File: src/rtl/discharge_status_reporter.sv
`default_nettype none
// +--------------------------------------------------------------------------+
// | discharge_status_reporter: per-cycle discharge measurements -> 16b frame |
// | Optional checksum word W4: define STATUS_REPORT_CHECKSUM_EN. Rev 1.0     |
// +--------------------------------------------------------------------------+
module discharge_status_reporter #(
  parameter logic [7:0]  FRAME_HEADER      = 8'hA5,
  parameter logic [15:0] MAX_CURRENT_LIMIT = 16'd78,
  parameter logic [15:0] SAT_MAX           = 16'hFFFF
) (
  input  logic               clk,
  input  logic               rst_n,
  input  logic               report_enable,
  input  logic               is_operation,
  input  logic               is_breakdown,
  input  logic signed [15:0] sample_current,
  input  logic               tx_ready,
  output logic               tx_valid,
  output logic [15:0]        tx_data,
  output logic               tx_last,
  output logic [15:0]        drop_count,
  output logic               busy
);

`ifdef STATUS_REPORT_CHECKSUM_EN
  localparam int c_NUM_WORDS = 5;
`else
  localparam int c_NUM_WORDS = 4;
`endif
  localparam int                 c_IDX_W    = $clog2(c_NUM_WORDS);
  localparam logic [c_IDX_W-1:0] c_LAST_IDX = c_IDX_W'(c_NUM_WORDS - 1);

  typedef enum logic [1:0] {
    ST_IDLE = 2'd0,
    ST_LOAD = 2'd1,
    ST_SEND = 2'd2
  } state_t;

  state_t r_state, w_state_next;

  logic               r_op_d, r_bd_d;
  logic               r_armed, r_bd_seen, r_end, r_ovf;
  logic [15:0]        r_ign, r_width, r_peak;
  logic [3:0]         r_seq;
  logic [c_IDX_W-1:0] r_idx;
  logic [15:0]        r_words [c_NUM_WORDS];

  logic w_op_rise, w_op_fall, w_bd_rise, w_start, w_end, w_counting, w_handshake;
  logic w_over_current, w_open;
  logic [15:0] w_w0, w_w1;

  assign w_op_rise   = is_operation & ~r_op_d;
  assign w_op_fall   = ~is_operation & r_op_d;
  assign w_bd_rise   = is_breakdown & ~r_bd_d;
  assign w_start     = w_op_rise & report_enable;
  assign w_end       = r_armed & w_op_fall & report_enable;
  assign w_counting  = r_armed & is_operation & report_enable;
  assign w_handshake = tx_valid & tx_ready;

  // r_peak is never negative, so an unsigned compare against the limit is exact
  assign w_over_current = r_peak > MAX_CURRENT_LIMIT;
  assign w_open         = ~r_bd_seen;
  assign w_w0 = {FRAME_HEADER, r_seq, w_over_current, r_ovf, w_open, r_bd_seen};
  assign w_w1 = w_open ? SAT_MAX : r_ign;

  // Measurement of the current discharge cycle
  always_ff @(posedge clk or negedge rst_n) begin
    if (!rst_n) begin
      r_op_d    <= 1'b0;
      r_bd_d    <= 1'b0;
      r_armed   <= 1'b0;
      r_bd_seen <= 1'b0;
      r_end     <= 1'b0;
      r_ign     <= '0;
      r_width   <= '0;
      r_peak    <= '0;
    end else begin
      r_op_d <= is_operation;
      r_bd_d <= is_breakdown;
      r_end  <= w_end;
      if (w_start) begin
        r_armed   <= 1'b1;
        r_bd_seen <= is_breakdown;
        // Start edge is the first counted clk of the ignition delay
        r_ign     <= w_bd_rise ? 16'd0 : 16'd1;
        r_width   <= is_breakdown ? 16'd1 : 16'd0;
        r_peak    <= (is_breakdown && !sample_current[15]) ? sample_current : '0;
      end else if (r_armed && !report_enable) begin
        r_armed <= 1'b0;
      end else if (w_end) begin
        r_armed <= 1'b0;
        if (w_bd_rise) r_bd_seen <= 1'b1;
      end else if (w_counting) begin
        if (w_bd_rise) r_bd_seen <= 1'b1;
        if (!r_bd_seen && !w_bd_rise && r_ign != SAT_MAX) r_ign <= r_ign + 16'd1;
        if (is_breakdown) begin
          if (r_width != SAT_MAX) r_width <= r_width + 16'd1;
          if (sample_current > $signed(r_peak)) r_peak <= sample_current;
        end
      end
    end
  end

  // Record latch, drop accounting and word sequencing
  always_ff @(posedge clk or negedge rst_n) begin
    if (!rst_n) begin
      r_state    <= ST_IDLE;
      r_ovf      <= 1'b0;
      r_seq      <= '0;
      r_idx      <= '0;
      drop_count <= '0;
      for (int i = 0; i < c_NUM_WORDS; i++) r_words[i] <= '0;
    end else begin
      r_state <= w_state_next;
      if (r_end) begin
        if (r_state == ST_IDLE) begin
          r_words[0] <= w_w0;
          r_words[1] <= w_w1;
          r_words[2] <= r_peak;
          r_words[3] <= r_width;
`ifdef STATUS_REPORT_CHECKSUM_EN
          r_words[4] <= w_w0 ^ w_w1 ^ r_peak ^ r_width;
`endif
          r_ovf <= 1'b0;
        end else begin
          r_ovf <= 1'b1;
          if (drop_count != 16'hFFFF) drop_count <= drop_count + 16'd1;
        end
      end
      if (w_handshake) begin
        if (r_idx == c_LAST_IDX) begin
          r_idx <= '0;
          r_seq <= r_seq + 4'd1;
        end else begin
          r_idx <= r_idx + 1'b1;
        end
      end
    end
  end

  always_comb begin
    w_state_next = r_state;
    tx_valid     = 1'b0;
    tx_data      = '0;
    tx_last      = 1'b0;
    busy         = 1'b1;
    case (r_state)
      ST_IDLE: begin
        busy = 1'b0;
        if (r_end) w_state_next = ST_LOAD;
      end
      ST_LOAD: w_state_next = ST_SEND;
      ST_SEND: begin
        tx_valid = 1'b1;
        tx_data  = r_words[r_idx];
        tx_last  = (r_idx == c_LAST_IDX);
        if (tx_ready && r_idx == c_LAST_IDX) w_state_next = ST_IDLE;
      end
      default: w_state_next = ST_IDLE;
    endcase
  end

endmodule
`default_nettype wire
File: config.mk
export PLATFORM = sky130hd
export DESIGN_NAME = discharge_status_reporter
export DESIGN_NICKNAME = d
export VERILOG_FILES = /design/src/rtl/discharge_status_reporter.sv
export SDC_FILE = /design/constraint.sdc
export NUM_CORES = 1
export LEC_CHECK = 0
export ABC_AREA = 1
export BUFFER_PORTS_ARGS = -buffer_cell sky130_fd_sc_hd__buf_4
export CAP_MARGIN = 20
export CELL_PAD_IN_SITES_DETAIL_PLACEMENT = 1
export CELL_PAD_IN_SITES_GLOBAL_PLACEMENT = 1
export CORE_ASPECT_RATIO = 1.4
export CORE_UTILIZATION = 46
export CTS_CLUSTER_SIZE = 16
export DETAILED_ROUTE_END_ITERATION = 10
export GPL_TIMING_DRIVEN = 0
export PLACE_DENSITY_LB_ADDON = 0.1
export SLEW_MARGIN = 20
export SYNTH_ARGS = -nofsm -noshare
export SYNTH_HDL_FRONTEND = slang
export SYNTH_SLANG_ARGS = --single-unit
File: constraint.sdc
create_clock -name clk -period 4.6 [get_ports clk]
set_input_delay 0.92 -clock clk [delete_from_list [all_inputs] [get_ports clk]]
set_output_delay 0.92 -clock clk [all_outputs]
set_load 0.1 [all_outputs]
==> flow_metrics.env <==
export IMPL_status="finished with violations"
export IMPL_violations="DRC"
export IMPL_r2r_worst_path_cells=14
export IMPL_grt_pass1_wl_mm=34.7
export IMPL_ant_nets=0
export IMPL_fin_crit_ps=3640
export IMPL_critPathRequiredTime_ps=3680
export IMPL_drt_total_wl_mm=21.1
export IMPL_post_cts_resized=0
export IMPL_rsz0062_at_grt="no"
export IMPL_antenna_found_initial=0
export IMPL_clk_pin_slew_ps=60
export IMPL_utilization_pct=55.2
export IMPL_startpoint="r_idx[0]"
export IMPL_grtUsageMet3_pct=5.48
export IMPL_worst_pin_slew_ps=761
export IMPL_finalCritPeriodShare_pct=79.1
export IMPL_yosys_area_top_type_share_pct=48.1
export IMPL_yosysUniqueCellTypes=38
export IMPL_maxCapViolCount=0
export IMPL_netlist_area_um2=7020
export IMPL_crit_type="register to primary output"
export IMPL_yosysTopAreaCell="dfrtp_1"
export IMPL_grt_util_met1_pct=32.4
export IMPL_ys_seq_area_share_pct=48.1
export IMPL_crit_fanout=10
export IMPL_setup_tns_ps=0
export IMPL_gp_congestion=0.867
export IMPL_syn2layout_area_growth_pct=17.8
export IMPL_detail_route_iter0_violations=374
export IMPL_grt_pass1_vias=6808
export IMPL_cts_max_level=4
export IMPL_max_freq_mhz=275
export IMPL_track_usage_pct=28.6
export IMPL_power_leakage_nw=3.93
export IMPL_io_buffer_count=56
export IMPL_clock_latency_ps=430
export IMPL_grt_max_degree=75
export IMPL_core_area_um2=15000
export IMPL_fin_nets=976
export IMPL_setup_viol=0
export IMPL_wl_per_cell_um=18.6
export IMPL_max_slew_margin_rel_pct=49.3
export IMPL_crit_end="tx_data[7]"
export IMPL_viasPerCell=5.49
export IMPL_drive_above_1_share_pct=13.8
export IMPL_cts_buffers=17
export IMPL_synth_area_top_cells="dfrtp_1 (48%), nand2_1 (10%), o21ai_0 (5.1%), inv_1 (4.9%), nor2_1 (3.9%)"
export IMPL_start_kind="register"
export IMPL_rows=53
export IMPL_grt_overflow=0
export IMPL_cts_root_buf="clkbuf_16"
export IMPL_die_area_um2=15800
export IMPL_hold_viol=0
export IMPL_r2r_end="r_peak[14]"
export IMPL_finalClockSkew_ps=8.39
export IMPL_synthesis_nets=900
export IMPL_reg2reg_slack_ps=2410
export IMPL_synthCells=857
export IMPL_die_x_um=106
export IMPL_cts_sinks=135
export IMPL_nFillCells=1847
export IMPL_cts_tree="yes"
export IMPL_p_total_mw=4.51
export IMPL_synth_seq_cells=135
export IMPL_syn_area_per_cell_um2=8.19
export IMPL_r2r_start="r_peak[15]"
export IMPL_drt_pre_antenna_iters=7
export IMPL_io_pins=57
export IMPL_num_antenna_cells=0
export IMPL_cts_hold_buf=0
export IMPL_cts_setup_buffers=0
export IMPL_worstHoldPathType="input pin to asynchronous set/reset pin"
export IMPL_busiest_layer="met2"
export IMPL_dieHeight_um=148
export IMPL_arrival_ps=2720
export IMPL_start_util_pct=46.8
export IMPL_dpl_worst_slack_ps=1490
export IMPL_detailed_place_hpwl_mm=15.7
export IMPL_slew_viol_final=0
export IMPL_drc=2
export IMPL_ys_warnings_count=0
export IMPL_fin_ws_ps=960
export IMPL_crit_path_end_kind="primary output"
export IMPL_p_per_area_nw_per_um2=545
export IMPL_met2_usage_pct=51.9
export IMPL_irDropWorstVdd_mv=0.368
export IMPL_num_vias=6237
export IMPL_clk_path_buf_depth=2
## area by class of cell
cell class | instances | area [µm²] | share of cell area [%]
flip-flops and latches | 135 | 3380 | 40.8
multi-input cells | 594 | 3120 | 37.7
repair buffers | 57 | 455 | 5.51
clock buffers | 21 | 450 | 5.45
inverters | 97 | 367 | 4.43
well taps | 192 | 240 | 2.90
plain buffers | 31 | 160 | 1.94
clock inverters | 10 | 105 | 1.27
## state kept, by name (all words and copies together) (netlist names)
register / cells
r_bd_d: 1
r_width: 16
r_ign: 16
r_seq: 4
r_ovf: 1
drop_count: 16
r_idx: 2
r_bd_seen: 1
r_peak: 16
r_words: 57
r_op_d: 1
r_state: 2
r_end: 1
r_armed: 1
## kinds of logic after synthesis
group	Yosys count	synth area share (%)
compound gates	162	12.9
simple gates	384	24.3
xor+xnor	27	3.37
fa+ha+maj	21	3.74
buf+inv	128	7.50
flops	135	48.1
## cells in the mapped netlist (all sizes together)
cell / n
nand2: 199
dfrtp: 135
inv: 96
o21ai: 84
nor2: 83
nand3: 46
a21oi: 39
nand4: 27
xor2: 24
ha: 21
buf: 19
nor3: 19
o21a: 18
clkbuf: 12
a22oi: 8
nor4: 8
a31oi: 6
o31ai: 6
xnor2: 3
a21o: 1
clkinv: 1
nor3b: 1
or2: 1
## worst max-delay path, stage by stage (launching register included)
cell and delay [ps]:
dfrtp_1 350, buf_2 230, inv_1 190, nor2_1 460
buf_2 320, a22oi_1 110, a21oi_1 280, buf_4 340
## stage by stage
step	cell area (µm²)	hold WS (ps)	cells
final	8270	455	1137
after global routing	8270	493	1137
after CTS	8270	471	1137
after detailed placement	7720	458	1106
after global placement	7680	452	1105
after floorplan	7020	437	857
## layout by cell type (no fill, tap or decap), types with 2 or more instances in the layout
cell        Yosys  layout
a21oi_1        39      39
nor2_1         73      73
inv_1          91      91
nor3_1         18      18
o21a_1         17      17
nor4_1          8       8
bufinv_16       0       2
nand2_4         2       2
o31ai_1         6       6
clkbuf_16       0      17
ha_1           21      21
nand4_1        27      27
nand2_2         7       7
o21ai_1        12      12
buf_4           2      57
clkinvlp_4      0       2
nand2_1       190     190
nand3_1        45      45
xnor2_1         3       3
buf_6           3       3
inv_2           4       4
buf_1           4       4
dfrtp_1       135     135
buf_2          10      10
a22oi_1         8       8
nor2_2          8       8
o21ai_0        72      72
clkbuf_1       11      14
clkinv_2        0       6
xor2_1         24      24
a31oi_1         6       6
## routing by layer
metal | routed length (µm) | up-vias
li1 | - | 2970
met1 | 8310 | 3089
met2 | 11300 | 133
met3 | 802 | 45
met4 | 737 | 0
met5 | 0 | -
## worst min-delay path by stage
stage	to	startpoint	slack, ps
after floorplan	r_words[0]	r_words[0]	440
after global placement	r_words[56]	r_words[56]	450
after detailed placement	r_words[56]	r_words[56]	460
after CTS	r_words[56]	r_words[56]	470
after global routing	r_words[56]	r_words[56]	490
final	r_ign[15]	rst_n	450
## power by group
| group | leakage (nW) | internal (mW) | switching (mW) |
|---|---|---|---|
| registers | 1.74 | 1.50 | 0.235 |
| clock network | 0.272 | 0.801 | 0.508 |
| logic | 1.92 | 0.412 | 1.05 |
No activity file was read; power rests on OpenSTA's default activity.
